### src/rtl/sort_job_scheduler.sv
// Job scheduler for a sort core: queues array-size requests, launches the core one job at a time
// and reports per-job status. Define SORT_WATCHDOG_EN to add the hung-core watchdog and recovery reset.
module sort_job_scheduler #(
    parameter int ADDR_WDTH      = 4,
    parameter int QDEPTH_LOG2    = 2,
    parameter int TIMEOUT_CYCLES = 1024
) (
    input  logic                 clk,
    input  logic                 rst,
    input  logic                 cmd_valid,
    output logic                 cmd_ready,
    input  logic [ADDR_WDTH:0]   cmd_size,
    output logic                 sort_start,
    output logic [ADDR_WDTH:0]   sort_arr_size,
    input  logic                 sort_done,
    input  logic                 sort_err,
    output logic                 sort_rst_n,
    output logic                 stat_valid,
    input  logic                 stat_ready,
    output logic [ADDR_WDTH:0]   stat_size,
    output logic                 stat_err,
    output logic                 stat_timeout,
    output logic [15:0]          stat_cycles,
    output logic                 busy,
    output logic [QDEPTH_LOG2:0] queue_level
);

    localparam int                   DEPTH    = 2**QDEPTH_LOG2;
    localparam logic [ADDR_WDTH:0]   MAX_SIZE = {1'b1, {ADDR_WDTH{1'b0}}};
    localparam logic [QDEPTH_LOG2:0] FULL_LVL = {1'b1, {QDEPTH_LOG2{1'b0}}};

    // The watchdog limit must fit the 16-bit cycle counter, whichever build is used.
    if (TIMEOUT_CYCLES < 1 || TIMEOUT_CYCLES > 65535) begin : g_bad_timeout
        $error("TIMEOUT_CYCLES must be in 1..65535");
    end

`ifdef SORT_WATCHDOG_EN
    localparam logic [15:0] WD_LIMIT = 16'(TIMEOUT_CYCLES);
    typedef enum logic [2:0] {S_IDLE, S_LAUNCH, S_WAIT, S_REPORT, S_RECOVER} state_t;
`else
    typedef enum logic [2:0] {S_IDLE, S_LAUNCH, S_WAIT, S_REPORT} state_t;
`endif

    function automatic logic [15:0] sat_inc(input logic [15:0] v);
        return (v == 16'hFFFF) ? v : v + 16'd1;
    endfunction

    function automatic logic size_ok(input logic [ADDR_WDTH:0] sz);
        return (sz != '0) && (sz <= MAX_SIZE);
    endfunction

    logic [ADDR_WDTH:0]     mem_q [DEPTH];
    logic [QDEPTH_LOG2-1:0] wr_ptr_q, rd_ptr_q;
    logic [QDEPTH_LOG2:0]   level_q;
    logic                   head_vis_q;
    logic                   push, pop;
    logic [ADDR_WDTH:0]     job_size_q;

    state_t                 state_q, state_d;
    logic [15:0]            cnt_q;
    logic                   rpt_load, rpt_err;
    logic [15:0]            rpt_cyc;
    logic [ADDR_WDTH:0]     stat_size_q;
    logic                   stat_err_q;
    logic [15:0]            stat_cycles_q;
`ifdef SORT_WATCHDOG_EN
    logic                   rpt_to;
    logic                   stat_to_q;
    logic                   rec_q;
`endif

    assign cmd_ready = (level_q != FULL_LVL);
    assign push      = cmd_valid && cmd_ready;

    // Command FIFO; head_vis_q delays visibility of a new head by one cycle so a
    // command reaching an empty idle block launches two edges after it is accepted.
    always_ff @(posedge clk or posedge rst) begin
        if (rst) begin
            wr_ptr_q   <= '0;
            rd_ptr_q   <= '0;
            level_q    <= '0;
            head_vis_q <= 1'b0;
        end else begin
            if (push) wr_ptr_q <= wr_ptr_q + 1'b1;
            if (pop)  rd_ptr_q <= rd_ptr_q + 1'b1;
            case ({push, pop})
                2'b10:   level_q <= level_q + 1'b1;
                2'b01:   level_q <= level_q - 1'b1;
                default: level_q <= level_q;
            endcase
            head_vis_q <= (level_q != '0);
        end
    end

    always_ff @(posedge clk) begin
        if (push) mem_q[wr_ptr_q] <= cmd_size;
        if (pop)  job_size_q <= mem_q[rd_ptr_q];
    end

    always_ff @(posedge clk or posedge rst) begin
        if (rst) state_q <= S_IDLE;
        else     state_q <= state_d;
    end

    always_comb begin
        state_d  = state_q;
        pop      = 1'b0;
        rpt_load = 1'b0;
        rpt_err  = 1'b0;
        rpt_cyc  = '0;
`ifdef SORT_WATCHDOG_EN
        rpt_to   = 1'b0;
`endif
        case (state_q)
            S_IDLE: begin
                if (head_vis_q && (level_q != '0)) begin
                    pop     = 1'b1;
                    state_d = S_LAUNCH;
                end
            end
            S_LAUNCH: begin
                // Empty or oversized jobs never reach the core.
                if (size_ok(job_size_q)) begin
                    state_d = S_WAIT;
                end else begin
                    state_d  = S_REPORT;
                    rpt_load = 1'b1;
                    rpt_err  = (job_size_q != '0);
                end
            end
            S_WAIT: begin
                if (sort_done) begin
                    state_d  = S_REPORT;
                    rpt_load = 1'b1;
                    rpt_err  = sort_err;
                    rpt_cyc  = cnt_q;
                end
`ifdef SORT_WATCHDOG_EN
                else if (cnt_q == WD_LIMIT) begin
                    state_d  = S_RECOVER;
                    rpt_load = 1'b1;
                    rpt_err  = 1'b1;
                    rpt_to   = 1'b1;
                    rpt_cyc  = WD_LIMIT;
                end
            end
            S_RECOVER: begin
                if (rec_q) state_d = S_REPORT;
`endif
            end
            S_REPORT: begin
                if (stat_ready) state_d = S_IDLE;
            end
            default: state_d = S_IDLE;
        endcase
    end

    always_ff @(posedge clk or posedge rst) begin
        if (rst) begin
            cnt_q         <= '0;
            stat_size_q   <= '0;
            stat_err_q    <= 1'b0;
            stat_cycles_q <= '0;
`ifdef SORT_WATCHDOG_EN
            stat_to_q     <= 1'b0;
            rec_q         <= 1'b0;
`endif
        end else begin
            if (state_q == S_LAUNCH)    cnt_q <= 16'd1;
            else if (state_q == S_WAIT) cnt_q <= sat_inc(cnt_q);
            if (rpt_load) begin
                stat_size_q   <= job_size_q;
                stat_err_q    <= rpt_err;
                stat_cycles_q <= rpt_cyc;
`ifdef SORT_WATCHDOG_EN
                stat_to_q     <= rpt_to;
`endif
            end
`ifdef SORT_WATCHDOG_EN
            // Low in the first RECOVER cycle, high in the second: core reset lasts two cycles.
            rec_q <= (state_q == S_RECOVER);
`endif
        end
    end

    assign sort_start    = (state_q == S_LAUNCH) && size_ok(job_size_q);
    assign sort_arr_size = job_size_q;
    assign stat_valid    = (state_q == S_REPORT);
    assign stat_size     = stat_size_q;
    assign stat_err      = stat_err_q;
    assign stat_cycles   = stat_cycles_q;
    assign busy          = (state_q != S_IDLE);
    assign queue_level   = level_q;
`ifdef SORT_WATCHDOG_EN
    assign sort_rst_n    = (state_q != S_RECOVER);
    assign stat_timeout  = stat_to_q;
`else
    assign sort_rst_n    = 1'b1;
    assign stat_timeout  = 1'b0;
`endif

endmodule
### config.mk
export PLATFORM = sky130hd
export DESIGN_NAME = sort_job_scheduler
export DESIGN_NICKNAME = d
export VERILOG_FILES = /design/src/rtl/sort_job_scheduler.sv
export SDC_FILE = /design/constraint.sdc
export NUM_CORES = 1
export LEC_CHECK = 0
export CORE_UTILIZATION = 45
export CTS_CLUSTER_DIAMETER = 120
export CTS_CLUSTER_SIZE = 14
export DETAILED_ROUTE_END_ITERATION = 12
export GPL_ROUTABILITY_DRIVEN = 0
export HOLD_SLACK_MARGIN = 0.05
export PLACE_DENSITY = 0.73
export SETUP_SLACK_MARGIN = 0.02
export SLEW_MARGIN = 25
export SYNTH_ARGS = -nofsm -noshare
export SYNTH_HDL_FRONTEND = slang
export SYNTH_SLANG_ARGS = --single-unit
### constraint.sdc
create_clock -name clk -period 5 [get_ports clk]
set_input_delay 1 -clock clk [delete_from_list [all_inputs] [get_ports clk]]
set_output_delay 1 -clock clk [all_outputs]
set_load 0.05 [all_outputs]
# [Word level (Yosys, flattened, before mapping)]
# Memory sizes are Yosys's and may differ from the RTL's. A register that Yosys moved wholly into a read port is not among the register bits.
# Index checks and enable logic that the tools add are counted.
[totals] ff_bits=49 mem_bits_rw=20 memories=1
[classes] addsub=5 order_cmp=1 eq_ne=11 muxes=21 n_reduce_logical=12
[memory_table] memory="mem_q" depth=4 width=5 read_ports=1 rd_clocked_by_memory_dff=1 write_ports=1 line="52" source="logic [ADDR_WDTH:0] mem_q [DEPTH];"
[ops] op="2-to-1 mux 16 bit" n=5
[ops] op="adder 16 x 1 -> 16 bit (second input constant)" n=1
[ops] op="== test 16 bit (second input constant)" n=1
[ops] op="case mux 3 bit (4 select lines)" n=1
[ops] op="2-to-1 mux 1 bit" n=9
[ops] op="2-to-1 mux 3 bit" n=3
[ops] op="== test 3 x 2 -> 1 bit (second input constant)" n=2
[ops] op="!= test 2 bit (second input constant)" n=3
[ops] op="case mux 3 bit (2 select lines)" n=1
[ops] op="nonzero test 3 bit" n=2
[ops] op="less-or-equal comparator 5 bit (second input constant)" n=1
[ops] op="nonzero test 5 bit" n=1
[ops] op="adder 2 x 1 -> 2 bit (second input constant)" n=2
[ops] op="logical AND 1 bit" n=4
[ops] op="case mux 1 bit (2 select lines)" n=2
[ops] op="nonzero test 2 bit" n=2
[ops] op="adder 3 x 1 -> 3 bit (second input constant)" n=1
[ops] op="== test 3 x 1 -> 1 bit (second input constant)" n=1
[ops] op="zero test 3 bit" n=1
[ops] op="!= test 3 bit (second input constant)" n=1
[ops] op="AND reduction 3 bit" n=1
[ops] op="subtractor 3 x 1 -> 3 bit (second input constant)" n=1
[ops] op="== test 2 x 1 -> 1 bit (second input constant)" n=1
[ops] op="== test 2 bit (second input constant)" n=1
[ops] op="2 further kinds" n=2

# [Longest topological paths before layout]
[logic_depth] ltp_word=6 mapped_depth=9 mapped_depth_nobuf=9

# [Worst setup path before layout]
# Ideal clock, no wire load.
[synth_timing] kind="reg-to-output" from="reg job_size_q[1] (netlist: sort_arr_size[1]) (read register of mem_q)" to="out sort_start" arrival_ns=1.893 slack_ns=2.107 stages_incl_launch_ff=4 cell_sequence="edfxtp_1 or4_1 ha_1 and2_1"
[synth_between] elab_chain_len=3 word_cells_on_any_way=4 classes_between="order compare (1); reduce/logical (3)"
[synth_rtl] element="start: declaration" line="57" source="logic [ADDR_WDTH:0] job_size_q;"
[synth_rtl] element="less-or-equal comparator 5 bit / nonzero test 5 bit (equally long branches)" line="49" source="return (sz != '0) && (sz <= MAX_SIZE);"
[synth_rtl] element="logical AND 1 bit (*)" line="49"
[synth_rtl] element="logical AND 1 bit (*)" line="186" source="assign sort_start = (state_q == S_LAUNCH) && size_ok(job_size_q);"
[synth_rtl] element="end: declaration" line="13" source="output logic sort_start,"
# Every way passes the cells marked *; elsewhere a longest branch is shown, timed or not.

# [Final worst setup path]
# Ends and elaborated chain as after synthesis.

==> key figures <==
Setup path
  • CP Max Fanout: 3
  • FF-to-FF End: cnt_q[1]$_DFFE_PP0P_
  • R2r setup slk: roughly 2.5 ns
  • Setup crit end kind: output port
  • CP startpoint: sort_arr_size[1]$_DFFE_PP_
  • Setup CP Type: reg2out
  • Worst path arrival time: approximately 2.6 ns
  • CP Cell Sequence: or4_1 > ha_1 > and2_1 > clkdlybuf4s50_1
  • Critical-path top delay cell: clkdlybuf4s50_1
  • CP Launch Type: flop
  • RR Startpoint: cnt_q[0]$_DFFE_PP0P_
  • FF-to-FF path depth: 5
  • Worst endpoint required time: approximately 4.0 ns
  • Max incr delay on CP: 0.80 ns

Floorplanning
  • Initial Util: 0.466
  • Std-Cell Rows: 31
  • Die span in y: 88.9 um
  • Core region area: about 7300 um2
  • Die area: a little under 8000 um2
  • Die X: 88.9 um
  • Top Ports: 47

Detailed routing
  • Drt drc: 0
  • Vias per cell: roughly 5.6
  • Final wirelength: around 6.5 mm
  • DRT antenna net count: 0
  • First drt pass iteration count: 4
  • Initial drt markers: ~260
  • Routed len/inst: ~16 um
  • Total number of vias: about 2,200

Logic synthesis
  • EDFF count, synth: 25
  • Post-synth ARST share: 0.658
  • Register area share after synthesis: 0.574
  • Main combinational cell family by area after synthesis: compound AO/OA/AOI/OAI gates
  • Mean Syn Cell Area: 13.1 um2
  • Mapped cell area: 3400 um2
  • Flops & latches, synth: 73
  • Cells after Synth: 259
  • Distinct cells, synth: 57
  • XOR/XNOR Fraction of Synth Area: 0.0155
  • Post-synthesis mux area share: 0.0725
  • Yosys Warn Count: 0
  • Compound-Gate Fraction of Synth Area: 0.134
  • Syn nets: about 280
  • Synth Flop Type: dfrtp_1
  • Adder-Cell Fraction of Synth Area: 0.0500
  • Synth Area in Simple Gates: 0.113

Global routing
  • Total grt overflow: 0
  • Number of global-route vias before repair: 2,162
  • Antenna violations before repair: 0
  • GRT Util Overall: 0.187
  • First-pass GRT wire length: about 11 mm
  • Largest net degree at the start of global routing: ~50

Worst hold path
  • Min-Delay Path Depth: 2
  • Hold Crit Class: reg2reg
  • WHS Endpoint: stat_err$_DFFE_PP0P_
  • Min-delay src: stat_err$_DFFE_PP0P_

Timing
  • RSZ-0062 raised after global routing: false
  • Final setup vio count: 0
  • Worst Max-Slew Pin Slew: 0.826 ns
  • TNS Setup: 0 ns
  • Clock Skew: ~0.008 ns
  • Fin crit share: 0.714
  • Relative slew slack: 0.449
  • Worst setup margin: around 1.4 ns
  • Fmax: 280 MHz
  • Final Hold Fails: 0
  • Post-layout min period: 3.57 ns
  • Fin. max-slew vios: 0

Power and ir drop
  • NetSw: around 0.0011 W
  • Power density cells: 648 nW/um2
  • Comb pwr share: 0.457
  • Cell internal pwr: 0.00151 W
  • Design Power: 0.00266 W
  • Sw Ratio: 0.431
  • Clock share of power: 0.179
  • Maximum vdd drop: 481 uV
  • Reg power frac: 0.364
  • Lkg Pwr: roughly 1.7 nW

Layout
  • Utilization after layout: 0.562
  • Fraction of layout cells with a size suffix above 1: 0.134
  • Most frequent cells in the layout: dfrtp_1, clkdlybuf4s50_1, edfxtp_1, a22o_1, inv_1
  • # diodes: 0
  • NumNets Final: 324
  • Final instance area: about 4100 um2
  • Area Growth Syn to Fin: 20.6%
  • Most common cell after layout, fill and taps aside: dfrtp_1
  • Filler Cells Inserted: 602

Placement
  • IO Port Bufs: 44
  • Area after DPL: between 3000 and 4000 um2
  • DP HPWL: 4.60 mm
  • Place WS: around 1.8 ns

CTS
  • Number of gates resized after cts: 0
  • TritonCTS clock tree: done
  • # hold bufs at CTS: 0
  • Root Buffer Master: clkbuf_8
  • Worst-path clk slew: roughly 0.080 ns
  • Post-CTS Setup Bufs: 0
  • Worst-Skew Late Latency: approximately 0.36 ns
  • CTS Buffer Depth: 2
  • H-tree depth: 3
  • Clock buffer count from CTS: 9
  • TritonCTS Sinks: 73

Run status
  • Status: complete, no violations

Flow run
  • Max-Cap Viols: 0
worst max-delay path by stage:
stage / to / slack [ns] / cells after the start
finish: sort_start / 1.43 / 4
floorplan: sort_start / 2.11 / 3
global route: sort_start / 1.32 / 4
detailed placement: sort_start / 1.80 / 4
global placement: sort_start / 1.87 / 4
CTS: sort_start / 1.40 / 4
final cells by class:
| class | count | area (um2) | area share |
|---|---|---|---|
| clock buffer | 10 | 128 | 0.0311 |
| timing repair buffer | 45 | 448 | 0.109 |
| inverter | 15 | 57.6 | 0.0140 |
| multi-input combinational | 156 | 1320 | 0.321 |
| clock inverter | 6 | 75.1 | 0.0183 |
| sequential | 73 | 1950 | 0.476 |
| tap | 99 | 124 | 0.0302 |
power by group through the flow:
stage          clock network [W]  logic (W)  registers [W]
3_5_place_dp                   0    0.00122       0.000981
4_1_cts                 0.000479    0.00122       0.000968
2_1_floorplan                  0   0.000692        0.00117
5_1_grt                 0.000507    0.00131       0.000993
3_3_place_gp                   0    0.00120       0.000965
6_report                0.000474    0.00121       0.000968
metal layers:
metal / global-route usage / vias to the layer above / part of all wire
li1: - / 1052 / -
met5: 0 / - / 0
met3: 0.0499 / 12 / 0.056
met4: 0.0693 / 0 / 0.015
met2: 0.287 / 74 / 0.47
met1: 0.258 / 1107 / 0.46
per-stage QoR:
step                      hold WS [ns]  instances
after detailed placement         0.469        388
after global routing             0.521        404
after global placement           0.463        388
final                            0.482        404
after CTS                        0.487        404
after floorplan                  0.498        259
critical path: cells and delay by family, from the launching register on:
family,cells,cell delay (ns)
AND/OR/NAND/NOR,2,0.69
flip-flops,1,0.41
adder cells (fa/ha/maj),1,0.31
buffers and inverters,1,0.80
cell usage after synthesis, drive strengths merged, types with 2 or more instances:
master,instances,share of area
dfrtp,48,0.35
edfxtp,25,0.22
a22o,16,0.041
inv,15,0.017
ha,12,0.044
mux2,11,0.036
and3,10,0.018
buf,9,0.016
nand2,9,0.0099
nand3,8,0.012
nor2,7,0.0077
o21ai,7,0.010
clkbuf,6,0.0066
nand4,6,0.019
mux4,5,0.033
nor2b,5,0.0092
a21o,4,0.0088
and2,4,0.0074
o31ai,4,0.013
or3,4,0.0088
nor3,3,0.0044
o22a,3,0.0077
xnor2,3,0.0077
xor2,3,0.0077
a211o,2,0.0052
a21oi,2,0.0029
a2bb2oi,2,0.0070
a41oi,2,0.0052
conb,2,0.0022
nor4,2,0.0037
o211ai,2,0.0044
o311ai,2,0.0052
o31a,2,0.0055
or4,2,0.0055
logic make-up (layout without fill, tap and decap cells):
group           count (synthesis)  count (layout)
flops                          73              73
simple gates                   63              63
compound gates                 55              55
buf+inv                        30              76
mux                            17              17
fa+ha+maj                      13              13
xor+xnor                        6               6
other cells                     2               2
registers in the layout (all words and copies together) (netlist names):
name           cells
mem_q             20
cnt_q             16
stat_cycles       16
sort_arr_size      5
stat_size          5
queue_level        3
rd_ptr_q           2
state_q            2
wr_ptr_q           2
head_vis_q         1
stat_err           1
No activity file was read; power rests on OpenSTA's default activity.
